--- config.mk ---
export PLATFORM = sky130hd
export DESIGN_NAME = hetic_arbiter
export DESIGN_NICKNAME = d
export VERILOG_FILES = /design/src/rtl/hetic_arbiter.sv
export SDC_FILE = /design/constraint.sdc
export NUM_CORES = 1
export LEC_CHECK = 0
export BUFFER_PORTS_ARGS = -buffer_cell sky130_fd_sc_hd__buf_2
export CAP_MARGIN = 20
export CORE_AREA = 2 2 256 258
export CTS_BUF_LIST = sky130_fd_sc_hd__clkbuf_8
export CTS_CLUSTER_DIAMETER = 60
export DETAILED_ROUTE_END_ITERATION = 10
export DIE_AREA = 0 0 258 260
export GPL_TIMING_DRIVEN = 0
export PLACE_DENSITY = 0.68
export SYNTH_ARGS = -nofsm -noshare
export SYNTH_HDL_FRONTEND = slang
export SYNTH_SLANG_ARGS = --single-unit
--- constraint.sdc ---
create_clock -name clk_i -period 13.1 [get_ports clk_i]
set_input_delay 0.655 -clock clk_i [delete_from_list [all_inputs] [get_ports clk_i]]
set_output_delay 0.655 -clock clk_i [all_outputs]
set_load 0.02 [all_outputs]
--- src/rtl/hetic_arbiter.sv ---
// hetic_arbiter
//   Picks the highest-priority pending, enabled interrupt line whose
//   priority is strictly above the core's current level. The line is
//   offered to the core. When the core acknowledges it, a one-cycle ip-clear
//   pulse goes back to the line register file.
//
//   Two-stage tree: stage 1 reduces each GroupSize-line group to one
//   candidate, and stage 2 reduces the group winners. On equal priority
//   the lowest line index wins at both stages.
//
// Ports
//   clk_i, rst_i        clock, asynchronous active-high reset
//   line_ie_i           per-line enable
//   line_ip_i           per-line pending
//   line_prio_i         per-line priority, line n at [n*PrioWidth +: PrioWidth]
//   line_heti_i         per-line HETI mode flag
//   line_nest_i         per-line nesting-allowed flag
//   level_i             current core interrupt level (strict threshold)
//   irq_valid_o         interrupt offered to the core
//   irq_id_o/prio_o     offered line index / priority (0 when not valid)
//   irq_heti_o/nest_o   offered line flags (0 when not valid)
//   irq_ack_i, irq_id_i core claim strobe and claimed id
//   ip_clr_o            one-hot, one-cycle ip-clear request
module hetic_arbiter #(
  parameter  int unsigned NrIrqLines = 64,
  parameter  int unsigned NrIrqPrios = 32,
  parameter  int unsigned GroupSize  = 8,
  localparam int unsigned IrqWidth   = $clog2(NrIrqLines),
  localparam int unsigned PrioWidth  = $clog2(NrIrqPrios)
) (
  input  logic                            clk_i,
  input  logic                            rst_i,
  input  logic [NrIrqLines-1:0]           line_ie_i,
  input  logic [NrIrqLines-1:0]           line_ip_i,
  input  logic [NrIrqLines*PrioWidth-1:0] line_prio_i,
  input  logic [NrIrqLines-1:0]           line_heti_i,
  input  logic [NrIrqLines-1:0]           line_nest_i,
  input  logic [PrioWidth-1:0]            level_i,
  output logic                            irq_valid_o,
  output logic [IrqWidth-1:0]             irq_id_o,
  output logic [PrioWidth-1:0]            irq_prio_o,
  output logic                            irq_heti_o,
  output logic                            irq_nest_o,
  input  logic                            irq_ack_i,
  input  logic [IrqWidth-1:0]             irq_id_i,
  output logic [NrIrqLines-1:0]           ip_clr_o
);

  localparam int unsigned NrGroups = (NrIrqLines + GroupSize - 1) / GroupSize;
  localparam int unsigned PadLines = NrGroups * GroupSize;
  localparam int unsigned LocWidth = (GroupSize > 1) ? $clog2(GroupSize) : 1;

  typedef enum logic [1:0] {
    IDLE  = 2'd0,
    OFFER = 2'd1,
    FLUSH = 2'd2
  } state_e;

  // Eligibility and per-line fields, zero-padded to whole groups
  logic [PadLines-1:0]                w_elig;
  logic [PadLines-1:0][PrioWidth-1:0] w_prio_pad;
  logic [PadLines-1:0]                w_heti_pad;
  logic [PadLines-1:0]                w_nest_pad;

  always_comb begin
    w_elig     = '0;
    w_prio_pad = '0;
    w_heti_pad = '0;
    w_nest_pad = '0;
    for (int unsigned n = 0; n < NrIrqLines; n++) begin
      w_prio_pad[n] = line_prio_i[n*PrioWidth +: PrioWidth];
      w_heti_pad[n] = line_heti_i[n];
      w_nest_pad[n] = line_nest_i[n];
      // Strict compare also excludes prio 0, since level_i >= 0
      w_elig[n]     = line_ie_i[n] & line_ip_i[n] &
                      (line_prio_i[n*PrioWidth +: PrioWidth] > level_i);
    end
  end

  // Stage 1: per-group winner
  logic [NrGroups-1:0]                w_s1_found;
  logic [NrGroups-1:0][LocWidth-1:0]  w_s1_idx;
  logic [NrGroups-1:0][PrioWidth-1:0] w_s1_prio;
  logic [NrGroups-1:0]                w_s1_heti;
  logic [NrGroups-1:0]                w_s1_nest;

  always_comb begin
    w_s1_found = '0;
    w_s1_idx   = '0;
    w_s1_prio  = '0;
    w_s1_heti  = '0;
    w_s1_nest  = '0;
    for (int unsigned g = 0; g < NrGroups; g++) begin
      for (int unsigned l = 0; l < GroupSize; l++) begin
        // Strictly greater keeps the earliest (lowest) index on ties
        if (w_elig[g*GroupSize + l] &&
            (!w_s1_found[g] || (w_prio_pad[g*GroupSize + l] > w_s1_prio[g]))) begin
          w_s1_found[g] = 1'b1;
          w_s1_idx[g]   = l[LocWidth-1:0];
          w_s1_prio[g]  = w_prio_pad[g*GroupSize + l];
          w_s1_heti[g]  = w_heti_pad[g*GroupSize + l];
          w_s1_nest[g]  = w_nest_pad[g*GroupSize + l];
        end
      end
    end
  end

  logic [NrGroups-1:0]                r_s1_found;
  logic [NrGroups-1:0][LocWidth-1:0]  r_s1_idx;
  logic [NrGroups-1:0][PrioWidth-1:0] r_s1_prio;
  logic [NrGroups-1:0]                r_s1_heti;
  logic [NrGroups-1:0]                r_s1_nest;

  always_ff @(posedge clk_i or posedge rst_i) begin
    if (rst_i) begin
      r_s1_found <= '0;
      r_s1_idx   <= '0;
      r_s1_prio  <= '0;
      r_s1_heti  <= '0;
      r_s1_nest  <= '0;
    end else begin
      r_s1_found <= w_s1_found;
      r_s1_idx   <= w_s1_idx;
      r_s1_prio  <= w_s1_prio;
      r_s1_heti  <= w_s1_heti;
      r_s1_nest  <= w_s1_nest;
    end
  end

  // Stage 2: winner across groups
  logic                 w_s2_found;
  logic [IrqWidth-1:0]  w_s2_id;
  logic [PrioWidth-1:0] w_s2_prio;
  logic                 w_s2_heti;
  logic                 w_s2_nest;

  always_comb begin
    w_s2_found = 1'b0;
    w_s2_id    = '0;
    w_s2_prio  = '0;
    w_s2_heti  = 1'b0;
    w_s2_nest  = 1'b0;
    for (int unsigned g = 0; g < NrGroups; g++) begin
      if (r_s1_found[g] && (!w_s2_found || (r_s1_prio[g] > w_s2_prio))) begin
        w_s2_found = 1'b1;
        w_s2_id    = IrqWidth'(g*GroupSize + 32'(r_s1_idx[g]));
        w_s2_prio  = r_s1_prio[g];
        w_s2_heti  = r_s1_heti[g];
        w_s2_nest  = r_s1_nest[g];
      end
    end
  end

  // Offer FSM. The output registers are the stage-2 winner register,
  // gated by state. So an input change is visible two edges later, and
  // the outputs read as zero whenever nothing is offered.
  state_e                r_state;
  logic                  r_flush_cnt;
  logic                  r_valid;
  logic [IrqWidth-1:0]   r_id;
  logic [PrioWidth-1:0]  r_prio;
  logic                  r_heti;
  logic                  r_nest;
  logic [NrIrqLines-1:0] r_ip_clr;

  always_ff @(posedge clk_i or posedge rst_i) begin
    if (rst_i) begin
      r_state     <= IDLE;
      r_flush_cnt <= 1'b0;
      r_valid     <= 1'b0;
      r_id        <= '0;
      r_prio      <= '0;
      r_heti      <= 1'b0;
      r_nest      <= 1'b0;
      r_ip_clr    <= '0;
    end else begin
      r_ip_clr <= '0;
      r_valid  <= 1'b0;
      r_id     <= '0;
      r_prio   <= '0;
      r_heti   <= 1'b0;
      r_nest   <= 1'b0;
      unique case (r_state)
        IDLE: begin
          if (w_s2_found) begin
            r_state <= OFFER;
            r_valid <= 1'b1;
            r_id    <= w_s2_id;
            r_prio  <= w_s2_prio;
            r_heti  <= w_s2_heti;
            r_nest  <= w_s2_nest;
          end
        end
        OFFER: begin
          if (irq_ack_i) begin
            // Ack wins over any simultaneous new winner; the core's id is authoritative
            r_state     <= FLUSH;
            r_flush_cnt <= 1'b0;
            if (32'(irq_id_i) < NrIrqLines) begin
              r_ip_clr[irq_id_i] <= 1'b1;
            end
          end else if (w_s2_found) begin
            r_valid <= 1'b1;
            r_id    <= w_s2_id;
            r_prio  <= w_s2_prio;
            r_heti  <= w_s2_heti;
            r_nest  <= w_s2_nest;
          end else begin
            r_state <= IDLE;
          end
        end
        FLUSH: begin
          // Two quiet cycles let the cleared ip reach the stage-2 result
          if (!r_flush_cnt) begin
            r_flush_cnt <= 1'b1;
          end else if (w_s2_found) begin
            r_state <= OFFER;
            r_valid <= 1'b1;
            r_id    <= w_s2_id;
            r_prio  <= w_s2_prio;
            r_heti  <= w_s2_heti;
            r_nest  <= w_s2_nest;
          end else begin
            r_state <= IDLE;
          end
        end
        default: r_state <= IDLE;
      endcase
    end
  end

  assign irq_valid_o = r_valid;
  assign irq_id_o    = r_id;
  assign irq_prio_o  = r_prio;
  assign irq_heti_o  = r_heti;
  assign irq_nest_o  = r_nest;
  assign ip_clr_o    = r_ip_clr;

endmodule

==> flow_summary.toml <==
[clocking]
cts_tree = "built"
cts_hold_buf = 0
cts_made_buffers = 17
clock-sinks = 169
root_buffer = "clkbuf_8"
clockBufferDepth = 2
htree_levels = 4
insertion_delay_ps = 520
path_clk_slew_ps = 100

[synthesis]
yosys-top-cells-area = "ha_1 (30%), dfrtp_1 (16%), nand2_1 (4.3%)"
synth_edf_count = 0
synth.distinct_cells = 93
synth_most_common_cell = "ha_1"
synth-simple-area-share_pct = 19.08
synth_xor_area_share_pct = 0
synth_top_area_cell = "ha_1"
synth_top_family_by_area = "adder cells"
syn_area_per_cell_um2 = 8.124
synthTopCellsByCount = "ha_1 (635), nand2_1 (310), nor2_1 (264)"
synth_mux_area_share_pct = 1.921
ys_seq_area_share_pct = 15.80
synthCells = 3295
syn_area_um2 = 26770
ys_warn_count = 0
synth-compound-area-share_pct = 29.45
syn-num-nets = 4520
ys_ff_latch = 169
synth-adder-area-share_pct = 29.68
yosys.area.top_type_share_pct = 29.68
yosys_most_used_dff = "dfrtp_1"
async_flop_share_pct = 100.0

[job]
maxCapViolCount = 0

[sta]
slew_headroom_pct = 32.68
hold_viol_final = 0
max_freq_mhz = 78.70
tightest_slew_ps = 1001
fin_crit_ps = 12710
fin_crit_sh_pct = 97.00
slew_violations = 0
setup_viol = 0
setup_slack_ps = 392.9
whs_ps = 173.1
fin_tns_setup_ps = 0
finalClockSkew_ps = 15.65

[global_route]
track_usage_pct = 27.96
antenna_found_initial = 23
grt_start_max_net_pins = 91
grt_pass1_vias = 26867
grt_pass1_wl_um = 147600
grt-ovfl-total = 0

[floorplanning]
die_area_um2 = 67080
die_h_um = 260
rows = 93
core_area_um2 = 64120
top_level_ports = 668
fp.dieW_um = 258
initial_utilization_pct = 41.75

[layout]
final_core_util_pct = 54.16
syn2layout_area_growth_pct = 29.71
fin_cells = 5029
regArea_um2 = 4229
fillers = 6061
nets = 5369
fin_area_um2 = 34720
multi_input_area_um2 = 22710
layout-drive-gt1-share_pct = 30.19

[setup_path]
crit_path_frequent_cell = "o21a_1"
worstSetupPathType = "in2reg"
crit_family = "compound AO/OA/AOI/OAI gates"
path_max_fanout = 10
critPathArrivalTime_ps = 13100
critPathSlowestCell = "o32ai_2"
cp-start-kind = "primary input"
max_stage_delay_ps = 380
cp.required_ps = 13500
cp-end-kind = "register"
path_buf_inv = 13

[pwr]
total_power_mw = 3.848
power_density_nw_per_um2 = 110.8
p_leak_nw = 17.26
irDropWorstVdd_v = 0.0001492

[placed_design]
dp.cells = 4824
place_congestion = 0.9466
place_ws_ps = -2298
io_buffers = 664
place_area_um2 = 31650
dp.final_hpwl_um = 79950

[route]
wl_um = 100900
vias_per_cell = 5.788
met1_length_um = 42690
wire_per_inst_um = 20.07
routed-wl-met2_um = 47870
drt_first_pass_iters = 6
drtIter0Drc = 2194
wl_met3_um = 6672
postRouteAntennaNets = 0
drc_errors = 0
vias = 29107
routed.top_layer = "met5"

[worst_hold_path]
hp-class = "in2async"

[status]
status = "finished, final reports clean"
==> worst paths after layout <==
check,start,end,slack (ps),depth (start not counted)
worst min register to register,r_flush_cnt,r_state[1],490,1
worst max-delay path,level_i[2],r_s1_prio[7],390,69
worst min-delay path,rst_i,ip_clr_o[9],170,2
worst max register to register,r_s1_found[0],irq_prio_o[4],1160,60
max in group asynchronous,rst_i,r_s1_idx[14],12090,3
min in group clk_i,line_nest_i[47],r_s1_nest[5],350,3
==> power breakdown <==
group	switching, mW	total, mW	leakage, nW	internal [mW]
Clock	0.216	0.396	0.209	0.180
Sequential	0.0573	0.681	2.21	0.623
Combinational	1.60	2.77	14.8	1.18
Total	1.87	3.85	17.3	1.98
==> placed cells by master (no fill, tap or decap), drive strengths merged, types with 110 or more instances in the layout <==
cell type / instances
buf: 880
ha: 635
nand2: 310
nor2: 266
a21oi: 237
inv: 186
dfrtp: 169
o21ai: 152
nand3: 124
nor2b: 114
a21o: 110
==> cell families after synthesis <==
kind of cell,Yosys count
flip-flops,169
AND/OR/NAND/NOR,1060
multiplexers,48
adder cells (fa/ha/maj),635
AO/OA/AOI/OAI,1114
buffers and inverters,269
==> flip-flops by register name (all words and copies together) (netlist names), 2 cells and up <==
name and count:
ip_clr_o 64, irq_id_o 6, irq_prio_o 5, r_s1_found 8, r_s1_heti 8, r_s1_idx 24
r_s1_nest 8, r_s1_prio 40, r_state 2
==> what timing repair did <==
| action | in CTS | in global routing |
|---|---|---|
| pin swaps | 15 | 89 |
| gates cloned | 3 | 4 |
| setup buffers | 28 | 129 |
| gates resized for setup | 112 | 232 |
| setup endpoints to repair | 92 | 93 |
| hold endpoints to repair | 0 | 0 |
==> area by class of cell <==
cell class	instances	share of cell area, %
multi-input combinational	2858	65.41
timing repair buffer	837	14.24
sequential	169	12.18
tap	855	3.081
inverter	183	2.050
buffer	78	1.730
clock buffer	18	0.7135
clock inverter	14	0.4721
antenna	17	0.1225
==> routing by layer <==
metal	vias to the layer above	GRT usage (%)
met5	-	0
met4	18	9.987
met3	251	4.123
met2	1143	47.94
met1	13581	35.63
li1	14114	-
Power figures use the tool's default switching activity.
